==> src/rtl/led_div_ctrl.sv <==
// led_div_ctrl
// Pushbutton-driven divider selector feeding led_cnt's div_i / wren_i pair.
// A raw board button is synchronized into clk100 and debounced. Every clean
// press steps the 5-bit divider (wrapping from DIV_MAX to 0) and pulses a
// one-cycle write strobe so led_cnt picks up the new blink rate.
//
// Ports:
//   clk100   in   1  system clock (100 MHz)
//   rst      in   1  asynchronous, active-high reset
//   btn_i    in   1  raw button, active-high, asynchronous, may bounce
//   div_o    out  5  current divider value (to led_cnt.div_i)
//   wren_o   out  1  one-cycle strobe, div_o already valid (to led_cnt.wren_i)
//   btn_db_o out  1  debounced button level (status/debug)
//
// Optional feature macro: LED_DIV_LONGPRESS_EN
//   Defined:   holding the button LONG_CYC cycles after a press restores
//              DIV_INIT with one extra strobe, then nothing until release.
//   Undefined: no long-press counter and no HELD state; LONG_CYC is unused.

module led_div_ctrl #(
  parameter int         DEBOUNCE_CYC = 1_000_000,
  parameter logic [4:0] DIV_INIT     = 5'h2,
  parameter logic [4:0] DIV_MAX      = 5'd31,
  parameter int         LONG_CYC     = 100_000_000
) (
  input  logic       clk100,
  input  logic       rst,
  input  logic       btn_i,
  output logic [4:0] div_o,
  output logic       wren_o,
  output logic       btn_db_o
);

  // Width holds the value DEBOUNCE_CYC itself (see the debounce block).
  localparam int DW = $clog2(DEBOUNCE_CYC + 1);
  localparam logic [DW-1:0] DB_LAST = DW'(DEBOUNCE_CYC);

  // Reject nonsensical parameter sets at elaboration.
  if (DEBOUNCE_CYC < 1) begin : g_badDebounce
    $error("led_div_ctrl: DEBOUNCE_CYC must be at least 1");
  end
  if (LONG_CYC < 1) begin : g_badLong
    $error("led_div_ctrl: LONG_CYC must be at least 1");
  end
  if (DIV_INIT > DIV_MAX) begin : g_badInit
    $error("led_div_ctrl: DIV_INIT must not exceed DIV_MAX");
  end

`ifdef LED_DIV_LONGPRESS_EN
  typedef enum logic [1:0] {
    ST_IDLE    = 2'd0,
    ST_PRESSED = 2'd1,
    ST_HELD    = 2'd2
  } state_t;

  localparam int LW = $clog2(LONG_CYC + 1);
  localparam logic [LW-1:0] LONG_LAST = LW'(LONG_CYC - 1);

  logic [LW-1:0] r_longCnt;
  logic [LW-1:0] w_longNext;
`else
  typedef enum logic [1:0] {
    ST_IDLE    = 2'd0,
    ST_PRESSED = 2'd1
  } state_t;
`endif

  logic          r_btnMeta;
  logic          r_btnSync;
  logic          r_btnDb;
  logic [DW-1:0] r_dbCnt;

  state_t        r_state;
  state_t        w_stateNext;
  logic [4:0]    r_div;
  logic [4:0]    w_divNext;
  logic          r_wren;
  logic          w_wrenNext;

  // Two-flop synchronizer plus debounce. The counter must climb all the way
  // to DEBOUNCE_CYC while the mismatch persists, so a level change is only
  // accepted after DEBOUNCE_CYC+1 consecutive disagreeing samples; this puts
  // the debounced edge DEBOUNCE_CYC+2 clocks after the first clock that sees
  // the raw level, and any shorter glitch is discarded when the counter
  // clears on the first agreeing sample.
  always_ff @(posedge clk100 or posedge rst) begin
    if (rst) begin
      r_btnMeta <= 1'b0;
      r_btnSync <= 1'b0;
      r_btnDb   <= 1'b0;
      r_dbCnt   <= '0;
    end else begin
      r_btnMeta <= btn_i;
      r_btnSync <= r_btnMeta;
      if (r_btnSync == r_btnDb) begin
        r_dbCnt <= '0;
      end else if (r_dbCnt == DB_LAST) begin
        r_btnDb <= r_btnSync;
        r_dbCnt <= '0;
      end else begin
        r_dbCnt <= r_dbCnt + DW'(1);
      end
    end
  end

  // Press FSM state, divider and strobe registers; all outputs come straight
  // from these flops so nothing combinational reaches the ports.
  always_ff @(posedge clk100 or posedge rst) begin
    if (rst) begin
      r_state   <= ST_IDLE;
      r_div     <= DIV_INIT;
      r_wren    <= 1'b0;
`ifdef LED_DIV_LONGPRESS_EN
      r_longCnt <= '0;
`endif
    end else begin
      r_state   <= w_stateNext;
      r_div     <= w_divNext;
      r_wren    <= w_wrenNext;
`ifdef LED_DIV_LONGPRESS_EN
      r_longCnt <= w_longNext;
`endif
    end
  end

  // Next-state logic. The divider only ever moves in the same branch that
  // raises the strobe, so div_o and wren_o stay in lockstep. A release seen
  // on the same clock as the long-press expiry takes priority.
  always_comb begin
    w_stateNext = r_state;
    w_divNext   = r_div;
    w_wrenNext  = 1'b0;
`ifdef LED_DIV_LONGPRESS_EN
    w_longNext  = r_longCnt;
`endif
    case (r_state)
      ST_IDLE: begin
        if (r_btnDb) begin
          w_stateNext = ST_PRESSED;
          w_divNext   = (r_div == DIV_MAX) ? 5'd0 : r_div + 5'd1;
          w_wrenNext  = 1'b1;
`ifdef LED_DIV_LONGPRESS_EN
          w_longNext  = '0;
`endif
        end
      end
      ST_PRESSED: begin
        if (!r_btnDb) begin
          w_stateNext = ST_IDLE;
        end
`ifdef LED_DIV_LONGPRESS_EN
        else if (r_longCnt == LONG_LAST) begin
          w_stateNext = ST_HELD;
          w_divNext   = DIV_INIT;
          w_wrenNext  = 1'b1;
        end else begin
          w_longNext  = r_longCnt + LW'(1);
        end
`endif
      end
`ifdef LED_DIV_LONGPRESS_EN
      ST_HELD: begin
        if (!r_btnDb) begin
          w_stateNext = ST_IDLE;
        end
      end
`endif
      default: begin
        w_stateNext = ST_IDLE;
      end
    endcase
  end

  assign div_o    = r_div;
  assign wren_o   = r_wren;
  assign btn_db_o = r_btnDb;

endmodule

==> config.mk <==
export PLATFORM = sky130hd
export DESIGN_NAME = led_div_ctrl
export DESIGN_NICKNAME = d
export VERILOG_FILES = /design/src/rtl/led_div_ctrl.sv
export SDC_FILE = /design/constraint.sdc
export NUM_CORES = 1
export LEC_CHECK = 0
export ABC_AREA = 1
export CELL_PAD_IN_SITES_DETAIL_PLACEMENT = 0
export CELL_PAD_IN_SITES_GLOBAL_PLACEMENT = 1
export CORE_ASPECT_RATIO = 0.5
export CORE_UTILIZATION = 30
export DETAILED_ROUTE_END_ITERATION = 10
export PLACE_DENSITY = 0.61
export SLEW_MARGIN = 40
export SYNTH_ARGS = -nofsm -noshare
export SYNTH_HDL_FRONTEND = slang
export SYNTH_SLANG_ARGS = --single-unit
export TNS_END_PERCENT = 1
==> constraint.sdc <==
create_clock -name clk100 -period 1.9 [get_ports clk100]
set_input_delay 0.19 -clock clk100 [delete_from_list [all_inputs] [get_ports clk100]]
set_output_delay 0.19 -clock clk100 [all_outputs]
set_load 0.05 [all_outputs]
==> reports/results.txt <==
Slowest cell delay on critical path: 800 ps
Number of vias after detailed routing: 1,219
Post-synthesis sequential area ratio: 0.479
Series of cell instances along the critical path: clkdlybuf4s50_1
Share of total power in combinational logic: 0.036
Pin count of the biggest net entering global routing: 31
FF+latch count, synth: 30
Global-route usage over all layers: 0.134
Sequential share of power: 0.524
Routed WL: 3.26 mm
Post-detailed-route wirelength per cell: 11.8 µm
Max_cap viols: 0
Part of the cycle the worst path needs: 0.956
Number of pins exceeding their max-slew limit in the final report: 0
Area growth from synthesis to layout: 17.9%
Buffer depth of the longest clock path: 2
Arrival time of the worst setup path: 1630 ps
Synthesized net count: 197
Count of boundary I/O pins: 10
Maximum fanout encountered on the critical timing path: 3
Element type at the critical path end: output port
Total stage count of the critical path: 1
Number of instances in the synthesized netlist: 189
Cell family contributing the most delay on the critical path: buffers and inverters
Placement row count: 18
Number of port buffers: 9
Sum Neg Setup Slack: 0 ps
# diodes: 0
Final net count: 214
Kind of launch point of the worst setup path: flop
Clock skew after layout: 9.45 ps
Hold violation count in the final report: 0
Reg-to-reg critical path startpoint: r_dbCnt[0]
Final setup violation count: 0
Count of routing violations after the opening detailed-route iteration: 61
Clock input transition at the sequential cells of the worst setup and hold paths: 70 ps
Antenna violations before repair: 0
Clock H-tree levels: 2
Distinct cell type count of the synthesized netlist: 24
Max rail drop VDD: 467 µV
RSZ-0062 raised after global routing: no
Post-route DRC violation count: 0
Max_slew headroom: 0.664
Clock share of power: 0.439
Combined buffer and inverter count along the critical path: 1
Number of global-route vias before repair: 1,169
Post-CTS setup-driven buffer insertion count: 0
Worst endpoint required time: 1710 ps
TritonCTS clock tree: yes
Filler cell count in the final layout: 524
Count of TritonRoute iterations in the first routing pass: 4
Internal power contribution: 951 µW
Routability-driven placement congestion ratio: 0.742
Share of post-route cells with drive strength above 1: 0.126
Power density over the cells: 674 nW/µm²
Total of cells resized after clock tree synthesis: 0
Area of the die: 5540 µm²
Final core utilization: 0.372
Die span in y: 53.1 µm
Final HPWL from detailed placement: 2.43 mm
Number of buffers inserted during clock tree synthesis: 5
Result of the run: complete, no violations
Area of the mapped netlist: 1570 µm²
Slowest cell on the critical path: sky130_fd_sc_hd__clkdlybuf4s50_1
Hold_buf cts: 0
Count of synthesis-stage warnings from yosys: 0
Switching fraction of total power: 0.236
Clock Sinks: 30
Least-Margin Pin Slew: 502 ps
CTS root buffer: sky130_fd_sc_hd__clkbuf_8
Residual antenna-violating net count after detailed routing: 0
Clock latency on the worst-skew pair: 290 ps
GRT Residual Overflow: 0
Initial Util: 0.315
Floorplan die width: 104 µm
Net switching power of the design: 294 µW
Path type of the worst min-delay path: in -> async
Average instance area after synthesis: 8.30 µm²
Placeable core region: 4980 µm²
Final Critical Period: 1820 ps
Capturing point of the worst reg2reg path: r_dbCnt[18]
Achievable clock frequency: 0.551 GHz
Depth of the worst register-to-register path: 7
Start-to-end type of the worst setup path: reg -> out
Register-to-register setup slack: 440 ps
Post-detailed-route via-to-cell ratio: 4.40
Global-route wire length before repair: 5.51 mm
Static power due to leakage: 0.770 nW
registers in the layout, indices dropped and copies added (netlist names):
signal	cells
r_dbCnt	20
r_btnMeta	1
div_o	5
btn_db_o	1
wren_o	1
r_btnSync	1
r_state	1
power groups by stage:
stage | logic, mW | registers, mW | clock network (mW)
floorplan | 0.0309 | 0.664 | 0
global placement | 0.0463 | 0.665 | 0
detailed placement | 0.0469 | 0.665 | 0
CTS | 0.0475 | 0.653 | 0.569
global route | 0.0528 | 0.654 | 0.596
finish | 0.0454 | 0.653 | 0.547
cell type report:
type / count / area [µm²] / share of cell area
Tap cell: 70 / 87.6 / 0.0474
Multi-Input combinational cell: 138 / 738 / 0.399
Timing Repair Buffer: 10 / 97.6 / 0.0528
Inverter: 21 / 78.8 / 0.0426
Clock inverter: 2 / 12.5 / 0.00677
Sequential cell: 30 / 752 / 0.407
Clock buffer: 6 / 82.6 / 0.0447
worst max-delay path by stage:
| stage | startpoint | end |
|---|---|---|
| final | div_o[1] | div_o[1] |
| after global routing | div_o[1] | div_o[1] |
| after CTS | div_o[1] | div_o[1] |
| after detailed placement | div_o[1] | div_o[1] |
| after global placement | div_o[1] | div_o[1] |
| after floorplan | div_o[1] | div_o[4] |
Yosys cell counts (all sizes together):
cell type | instances | area, µm²
dfstp | 1 | 26.3
nand3 | 17 | 90.1
ha | 5 | 62.6
a21oi | 6 | 30.0
mux2 | 1 | 11.3
nor3b | 1 | 7.51
inv | 21 | 78.8
nor2 | 49 | 219
xor2 | 6 | 60.1
nand4 | 2 | 12.5
dfrtp | 29 | 726
o22ai | 1 | 6.26
o21ai | 6 | 30.0
xnor2 | 4 | 35.0
nor3 | 5 | 30.0
nand2 | 35 | 144
per-layer routing:
metal,vias to the layer above,global-route usage,wire [µm]
li1,641,-,-
met1,557,0.180,1760
met2,17,0.209,1370
met3,4,0.0369,101
met4,0,0.0500,39
met5,-,0,0
cell usage in the layout (no fill, tap or decap), drive strengths merged:
cell type | netlist | final
nand2 | 35 | 35
buf | 0 | 1
xnor2 | 4 | 4
clkbuf | 0 | 6
nand4 | 2 | 2
a21oi | 6 | 6
o21ai | 6 | 6
inv | 21 | 21
o22ai | 1 | 1
dfrtp | 29 | 29
ha | 5 | 5
clkinv | 0 | 1
mux2 | 1 | 1
clkdlybuf4s50 | 0 | 9
nor3 | 5 | 5
nand3 | 17 | 17
nor2 | 49 | 49
clkinvlp | 0 | 1
nor3b | 1 | 1
dfstp | 1 | 1
xor2 | 6 | 6
logic make-up after synthesis:
kind of cell,share of synthesized area
and+or+nand+nor,0.321
buffers and inverters,0.0502
DFF,0.479
muxes,0.00718
xor gates and xnor gates,0.0606
AOI/OAI and AO/OA,0.0423
adders and majority gates,0.0399
stage by stage:
stage                     worst slack, ps  instance area, µm²  total power, mW  std cells  hold slack (ps)
after floorplan                       262                1570            0.695        189              221
after global placement                396                1750            0.711        269              333
after detailed placement              389                1750            0.712        269              335
after CTS                            64.4                1850             1.27        277              291
after global routing                 43.6                1850             1.30        277              354
final                                84.3                1850             1.25        277              280
Note: power is estimated with default switching activity, not from simulation.
